<file path="config.mk">
export PLATFORM = sky130hd
export DESIGN_NAME = scan_elements_flat
export DESIGN_NICKNAME = d
export VERILOG_FILES = /design/src/rtl/circuit_pkg.sv /design/src/rtl/scan_elements_if.sv /design/src/rtl/element_decode.sv /design/src/rtl/scan_elements.sv /design/src/flat_wrapper.sv
export SDC_FILE = /design/constraint.sdc
export NUM_CORES = 1
export LEC_CHECK = 0
export ABC_AREA = 1
export CAP_MARGIN = 20
export CORE_MARGIN = 2
export CORE_UTILIZATION = 45
export DETAILED_ROUTE_END_ITERATION = 10
export PLACE_DENSITY_LB_ADDON = 0.15
export RECOVER_POWER = 25
export SETUP_SLACK_MARGIN = 0.05
export SLEW_MARGIN = 40
export SYNTH_ARGS = -nofsm -noshare
export SYNTH_HDL_FRONTEND = slang
export SYNTH_SLANG_ARGS = --single-unit
</file>
<file path="constraint.sdc">
create_clock -name clk -period 3.49 [get_ports clk]
set_input_delay 0.8725 -clock clk [delete_from_list [all_inputs] [get_ports clk]]
set_output_delay 0.8725 -clock clk [all_outputs]
set_load 0.02 [all_outputs]
</file>
<file path="src/rtl/circuit_pkg.sv">
// Shared definitions for the element scanner: element word layout, type and
// error encodings, FSM state encoding and small node-range helpers.
package circuit_pkg;

  localparam int TYPE_HI = 31;
  localparam int TYPE_LO = 30;
  localparam int VAL_HI  = 29;
  localparam int VAL_LO  = 20;
  localparam int EXP_HI  = 19;
  localparam int EXP_LO  = 16;
  localparam int NA_HI   = 7;
  localparam int NA_LO   = 4;
  localparam int NB_HI   = 3;
  localparam int NB_LO   = 0;

  typedef enum logic [1:0] {
    TYPE_RES  = 2'd0,
    TYPE_VSRC = 2'd1,
    TYPE_ISRC = 2'd2,
    TYPE_RSVD = 2'd3
  } elem_type_e;

  typedef struct packed {
    elem_type_e  etype;
    logic [9:0]  value;
    logic [3:0]  exponent;
    logic [3:0]  node_a;
    logic [3:0]  node_b;
  } elem_fields_t;

  localparam logic [2:0] ERR_NONE      = 3'd0;
  localparam logic [2:0] ERR_EMPTY     = 3'd1;
  localparam logic [2:0] ERR_SELF_LOOP = 3'd2;
  localparam logic [2:0] ERR_RSVD_TYPE = 3'd3;
  localparam logic [2:0] ERR_FLOATING  = 3'd4;
  localparam logic [2:0] ERR_NO_GROUND = 3'd5;

  localparam logic [2:0] ST_IDLE    = 3'd0;
  localparam logic [2:0] ST_INIT    = 3'd1;
  localparam logic [2:0] ST_READ    = 3'd2;
  localparam logic [2:0] ST_LATCH   = 3'd3;
  localparam logic [2:0] ST_EVAL    = 3'd4;
  localparam logic [2:0] ST_NODECHK = 3'd5;
  localparam logic [2:0] ST_DONE    = 3'd6;

  // Number of node slots an element touches: highest node index + 1.
  function automatic logic [4:0] node_span(input logic [3:0] a, input logic [3:0] b);
    if (a > b) begin
      return {1'b0, a} + 5'd1;
    end else begin
      return {1'b0, b} + 5'd1;
    end
  endfunction

  function automatic logic [15:0] below_mask(input logic [4:0] n);
    logic [15:0] m;
    m = 16'd0;
    for (int i = 0; i < 16; i++) begin
      if (5'(i) < n) begin
        m[i] = 1'b1;
      end else begin
        m[i] = 1'b0;
      end
    end
    return m;
  endfunction

endpackage

</file>
<file path="src/rtl/scan_elements_if.sv">
// Handshake and element-RAM bus between the upstream stage and the scanner.
interface scan_elements_if;
  logic        start_process;
  logic        end_process;
  logic [4:0]  numElements;
  logic [4:0]  element_addr;
  logic [31:0] element_q;
  logic [4:0]  num_nodes;
  logic [4:0]  num_res;
  logic [4:0]  num_vsrc;
  logic [4:0]  num_isrc;
  logic [2:0]  error_code;
  logic [4:0]  error_addr;

  modport master (
    output start_process, numElements, element_q,
    input  end_process, element_addr, num_nodes, num_res, num_vsrc, num_isrc,
           error_code, error_addr
  );

  modport slave (
    input  start_process, numElements, element_q,
    output end_process, element_addr, num_nodes, num_res, num_vsrc, num_isrc,
           error_code, error_addr
  );
endinterface

</file>
<file path="src/rtl/element_decode.sv">
// Pure combinational unpacking of one 32-bit element word into its fields.
module element_decode
  import circuit_pkg::*;
(
  input  logic [31:0]  word,
  output elem_fields_t fields
);

  logic unused_bits_s;
  assign unused_bits_s = ^word[15:8];

  // Field extraction
  always_comb begin
    fields.etype    = elem_type_e'(word[TYPE_HI:TYPE_LO]);
    fields.value    = word[VAL_HI:VAL_LO];
    fields.exponent = word[EXP_HI:EXP_LO];
    fields.node_a   = word[NA_HI:NA_LO];
    fields.node_b   = word[NB_HI:NB_LO];
  end

endmodule

</file>
<file path="src/rtl/scan_elements.sv">
// Walks the element RAM, counting element types and the node range, and stops
// at the first malformed element. Define SCAN_ELEMENTS_NODE_CHECK_EN to add the
// floating-node / missing-ground check after the walk.
module scan_elements
  import circuit_pkg::*;
(
  input logic            clk,
  input logic            program_resetn,
  scan_elements_if.slave bus
);

  logic [2:0]  state_r;
  logic        end_r;
  logic [4:0]  addr_r;
  logic [4:0]  nodes_r;
  logic [4:0]  res_r;
  logic [4:0]  vsrc_r;
  logic [4:0]  isrc_r;
  logic [2:0]  err_r;
  logic [4:0]  err_addr_r;
  logic [31:0] elem_q_r;
`ifdef SCAN_ELEMENTS_NODE_CHECK_EN
  logic [15:0] seen_r;
`endif

  elem_fields_t fld_s;
  logic [2:0]   eval_err_s;
  logic [4:0]   span_s;
  logic         last_s;
  logic         unused_fields_s;

  element_decode u_decode (
    .word   (elem_q_r),
    .fields (fld_s)
  );

  assign unused_fields_s = ^{fld_s.value, fld_s.exponent};

  assign bus.end_process  = end_r;
  assign bus.element_addr = addr_r;
  assign bus.num_nodes    = nodes_r;
  assign bus.num_res      = res_r;
  assign bus.num_vsrc     = vsrc_r;
  assign bus.num_isrc     = isrc_r;
  assign bus.error_code   = err_r;
  assign bus.error_addr   = err_addr_r;

  // Classify the latched element; self-loop takes precedence over reserved type
  always_comb begin
    eval_err_s = ERR_NONE;
    if (fld_s.node_a == fld_s.node_b) begin
      eval_err_s = ERR_SELF_LOOP;
    end else if (fld_s.etype == TYPE_RSVD) begin
      eval_err_s = ERR_RSVD_TYPE;
    end else begin
      eval_err_s = ERR_NONE;
    end
    span_s = node_span(fld_s.node_a, fld_s.node_b);
    last_s = ({1'b0, addr_r} + 6'd1) >= {1'b0, bus.numElements};
  end

  // Scan FSM and result registers
  always_ff @(posedge clk or negedge program_resetn) begin
    if (!program_resetn) begin
      state_r    <= ST_IDLE;
      end_r      <= 1'b0;
      addr_r     <= 5'd0;
      nodes_r    <= 5'd0;
      res_r      <= 5'd0;
      vsrc_r     <= 5'd0;
      isrc_r     <= 5'd0;
      err_r      <= ERR_NONE;
      err_addr_r <= 5'd0;
      elem_q_r   <= 32'd0;
`ifdef SCAN_ELEMENTS_NODE_CHECK_EN
      seen_r     <= 16'd0;
`endif
    end else if (!bus.start_process && (state_r != ST_IDLE)) begin
      // Request withdrawn: abandon the scan (or leave DONE) on this edge
      state_r <= ST_IDLE;
      end_r   <= 1'b0;
    end else begin
      case (state_r)
        ST_IDLE: begin
          end_r <= 1'b0;
          if (bus.start_process) begin
            state_r <= ST_INIT;
          end else begin
            state_r <= ST_IDLE;
          end
        end
        ST_INIT: begin
          addr_r     <= 5'd0;
          nodes_r    <= 5'd0;
          res_r      <= 5'd0;
          vsrc_r     <= 5'd0;
          isrc_r     <= 5'd0;
          err_addr_r <= 5'd0;
`ifdef SCAN_ELEMENTS_NODE_CHECK_EN
          seen_r     <= 16'd0;
`endif
          if (bus.numElements == 5'd0) begin
            err_r   <= ERR_EMPTY;
            end_r   <= 1'b1;
            state_r <= ST_DONE;
          end else begin
            err_r   <= ERR_NONE;
            state_r <= ST_READ;
          end
        end
        ST_READ: begin
          state_r <= ST_LATCH;
        end
        ST_LATCH: begin
          elem_q_r <= bus.element_q;
          state_r  <= ST_EVAL;
        end
        ST_EVAL: begin
          if (eval_err_s != ERR_NONE) begin
            err_r      <= eval_err_s;
            err_addr_r <= addr_r;
            end_r      <= 1'b1;
            state_r    <= ST_DONE;
          end else begin
            case (fld_s.etype)
              TYPE_RES:  res_r  <= res_r + 5'd1;
              TYPE_VSRC: vsrc_r <= vsrc_r + 5'd1;
              TYPE_ISRC: isrc_r <= isrc_r + 5'd1;
              default:   res_r  <= res_r;
            endcase
            if (span_s > nodes_r) begin
              nodes_r <= span_s;
            end else begin
              nodes_r <= nodes_r;
            end
`ifdef SCAN_ELEMENTS_NODE_CHECK_EN
            seen_r <= seen_r | (16'd1 << fld_s.node_a) | (16'd1 << fld_s.node_b);
`endif
            if (!last_s) begin
              addr_r  <= addr_r + 5'd1;
              state_r <= ST_READ;
            end else begin
`ifdef SCAN_ELEMENTS_NODE_CHECK_EN
              state_r <= ST_NODECHK;
`else
              end_r   <= 1'b1;
              state_r <= ST_DONE;
`endif
            end
          end
        end
`ifdef SCAN_ELEMENTS_NODE_CHECK_EN
        ST_NODECHK: begin
          if (!seen_r[0]) begin
            err_r <= ERR_NO_GROUND;
          end else if ((~seen_r & below_mask(nodes_r)) != 16'd0) begin
            err_r <= ERR_FLOATING;
          end else begin
            err_r <= ERR_NONE;
          end
          end_r   <= 1'b1;
          state_r <= ST_DONE;
        end
`endif
        ST_DONE: begin
          state_r <= ST_DONE;
        end
        default: begin
          end_r   <= 1'b0;
          state_r <= ST_IDLE;
        end
      endcase
    end
  end

endmodule

</file>
<file path="src/flat_wrapper.sv">
// flat-port wrapper written by rule: the top's interface ports become plain ports
module scan_elements_flat import circuit_pkg::*;
  (clk, program_resetn, bus_start_process, bus_numElements, bus_element_q, bus_end_process, bus_element_addr, bus_num_nodes, bus_num_res, bus_num_vsrc, bus_num_isrc, bus_error_code, bus_error_addr);
  scan_elements_if bus_i ();
  input logic clk;
  input logic program_resetn;
  input wire logic [$bits(bus_i.start_process)-1:0] bus_start_process;
  input wire logic [$bits(bus_i.numElements)-1:0] bus_numElements;
  input wire logic [$bits(bus_i.element_q)-1:0] bus_element_q;
  output wire logic [$bits(bus_i.end_process)-1:0] bus_end_process;
  output wire logic [$bits(bus_i.element_addr)-1:0] bus_element_addr;
  output wire logic [$bits(bus_i.num_nodes)-1:0] bus_num_nodes;
  output wire logic [$bits(bus_i.num_res)-1:0] bus_num_res;
  output wire logic [$bits(bus_i.num_vsrc)-1:0] bus_num_vsrc;
  output wire logic [$bits(bus_i.num_isrc)-1:0] bus_num_isrc;
  output wire logic [$bits(bus_i.error_code)-1:0] bus_error_code;
  output wire logic [$bits(bus_i.error_addr)-1:0] bus_error_addr;
  assign bus_i.start_process = bus_start_process;
  assign bus_i.numElements = bus_numElements;
  assign bus_i.element_q = bus_element_q;
  assign bus_end_process = bus_i.end_process;
  assign bus_element_addr = bus_i.element_addr;
  assign bus_num_nodes = bus_i.num_nodes;
  assign bus_num_res = bus_i.num_res;
  assign bus_num_vsrc = bus_i.num_vsrc;
  assign bus_num_isrc = bus_i.num_isrc;
  assign bus_error_code = bus_i.error_code;
  assign bus_error_addr = bus_i.error_addr;
  scan_elements u_core (.clk(clk), .program_resetn(program_resetn), .bus(bus_i));
endmodule
</file>
==> flow_metrics.tcl <==
set metrics [dict create \
    outcome "finished, violations left" \
    violations "max-capacitance violations, max-slew violations" \
    setup_viol 0 \
    crit_top_cell "nand2_1" \
    cp-start-kind "register" \
    placementRows 28 \
    synth-edff-count 0 \
    ys_ff_latch 46 \
    hp-class "register to register" \
    max_freq_mhz 333 \
    route.vias.total 2279 \
    cp_slowest_cell "dfrtp_1" \
    setup_tns_ns 0 \
    area_growth_syn_to_layout_pct 25.8 \
    grt_overflow 0 \
    cap_violations 1 \
    final_common_cell "nand2_1" \
    critPathMaxFanout 5 \
    max_slew_margin_pct -66.5 \
    setup_ws_ns 0.490 \
    synth_area_leader_cell "dfrtp_1" \
    yosysSeqAreaShare_pct 42.9 \
    hold_viol_final 0 \
    cts.reportedPaths.clkPinSlew_ns 0.08 \
    clock_skew_ns 0.00288 \
    start_util_pct 45.9 \
    cts_buffers 5 \
    cp_data_arrival_time_ns 3.25 \
    met3WireLength_um 207 \
    layout_common_cells "nand2_1 (57), clkdlybuf4s50_1 (49), inv_1 (48)" \
    seq_area_um2 1150 \
    grt_pass1_wl_um 10000 \
    wl_per_cell_um 12.7 \
    rsz0062_at_grt "no" \
    avgSynthCellArea_um2 8.33 \
    critPathKind "register to register" \
    clock-sinks 46 \
    top_layer "met4" \
    utilization_pct 57.7 \
    antenna_found_initial 0 \
    drive_above_1_share_pct 8.75 \
    yosys.area.top_type_share_pct 42.9 \
    wl_met1_um 2610 \
    first_pass_iters 4 \
    worstPathRequired_ns 3.74 \
    syn_area_um2 2680 \
    cpPeakStageDelay_ns 0.42 \
    tritoncts "done" \
    post_synth_inst_count 322 \
    synthDistinctLibCells 37 \
    cp-end-kind "register" \
    fin_crit_ns 3.00 \
    drtIter0Drc 158 \
    fin_crit_sh_pct 86.0 \
    synth_fp_nets 381 \
    detail-route-antenna-nets 0 \
    multi_input_area_um2 1330 \
    clock_latency_ns 0.30 \
    insertedDiodeCount 0 \
    grt_usage_pct 19.6 \
    die_h_um 81.2 \
    power_leakage_uw 0.00162 \
    powerDensity_nw_per_um2 756 \
    post_cts_resized 0 \
    tightest_slew_ns 2.50 \
    finalInstanceArea_um2 3380 \
    fp.coreArea_um2 5850 \
    path_cells "ha_1, nand2_1, inv_1, nand2_1, nand2_2, nand2_2, nand2_1, nand2_1, ha_1, xnor2_1, inv_1, ha_1, nand2_1, nor2_1, nand2_1, o211ai_1, nand3_2, nor2_2, nand3_1, nand2_1" \
    yosys-top-cells-area "dfrtp_1 (43%), ha_1 (8.9%), nand2_1 (8.3%)" \
    nets 435 \
    yosysWarnings 0 \
    num-fill-cells 537 \
    routed_via_density 5.04 \
    gp_congestion 0.852 \
    peakVddDrop_v 0.000422 \
    placedInstanceArea_um2 3260 \
    pre_cts_slack_ns 0.456 \
    die_x_um 81.2 \
    ys.flop_type "dfrtp_1" \
    grt_pass1_vias 2226 \
    io_pins 74 \
    die-area_um2 6600 \
    dpl.hpwl_um 4260 \
    cts_hold_buf 0 \
    async_flop_share_pct 100 \
    h-tree-depth 2 \
    cts_setup_buffers 0 \
    clock_path_buffers 2 \
    cts_root_buf "clkbuf_8" \
    routed_wl_um 5720 \
    drc 0 \
    port-buffer-count 50 \
    wl_met2_um 2820 \
    grt_max_degree 47 \
    drv_slew 47 \
]
## kinds of logic after synthesis
family                   synth area share (%)
buffers and inverters                    8.21
AND/OR/NAND/NOR                          25.8
adder cells (fa/ha/maj)                  8.86
XOR/XNOR                                 1.63
AO/OA/AOI/OAI                            10.8
other                                   0.140
flip-flops                               42.9
multiplexers                             1.68
## power by group
part           total, µW  internal [µW]  switching [µW]
registers            787            670             118
clock network        393            211             182
logic               1370            539             834
## layout make-up
class                   instances  area share, %
multi-input cells             221           39.3
well taps                      75           2.78
repair buffers                 52           15.1
inverters                      50           5.56
clock buffers                   5           2.04
flip-flops and latches         46           34.1
clock inverters                 3           1.19
## path summary, 6_finish.rpt
kind	from	endpoint	slack, ns	cells past startpoint
hold / removal	u_core.bus.error_code[1]	u_core.bus.error_code[1]	0.48	2
min in group asynchronous	program_resetn	u_core.bus.element_addr[4]	1.33	1
setup reg to reg	u_core.elem_q_r[7]	u_core.bus.num_nodes[0]	0.49	20
setup / recovery	u_core.elem_q_r[7]	u_core.bus.num_nodes[0]	0.49	20
max in group asynchronous	program_resetn	u_core.bus.num_isrc[3]	0.74	1
hold reg to reg	u_core.bus.error_code[1]	u_core.bus.error_code[1]	0.48	2
## stage by stage
stage,cells,power [µW],hold WS (ns)
after floorplan,322,1740,0.507
after global placement,444,2090,0.457
after detailed placement,444,2140,0.466
after CTS,452,2560,0.487
after global routing,452,2820,0.510
final,452,2550,0.478
## cell usage after synthesis (2+ instances only)
cell	instances
nand3_1	30
o21ai_1	5
nand2_1	59
nand4_1	8
dfrtp_1	46
nor3_1	6
inv_1	48
inv_2	2
xor2_1	4
nor3b_2	2
nor2_1	24
a21oi_1	19
buf_2	2
ha_1	19
nand3_2	3
mux2_2	4
o21ai_0	21
## registers in the layout, summed over array words and instances (netlist names)
signal,count
u_core.bus.num_isrc,5
u_core.state_r,3
u_core.bus.error_addr,5
u_core.bus.end_process,1
u_core.bus.num_vsrc,5
u_core.bus.error_code,2
u_core.bus.element_addr,5
u_core.bus.num_nodes,5
u_core.elem_q_r,10
u_core.bus.num_res,5
## worst max-delay path: cells and delay by family (launching register included)
kind / cells / cell delay [ns]
AO/OA/AOI/OAI: 1 / 0.12
XOR/XNOR: 1 / 0.15
buffers and inverters: 2 / 0.17
adder cells (fa/ha/maj): 3 / 0.83
AND/OR/NAND/NOR: 13 / 1.26
flip-flops: 1 / 0.42
## routing by layer
metal / up-vias / global-route usage, %
met4: 0 / 7.12
met5: - / 0
met1: 1053 / 25.7
li1: 1172 / -
met2: 45 / 32.1
met3: 9 / 4.11
No activity file was read; power rests on OpenSTA's default activity.
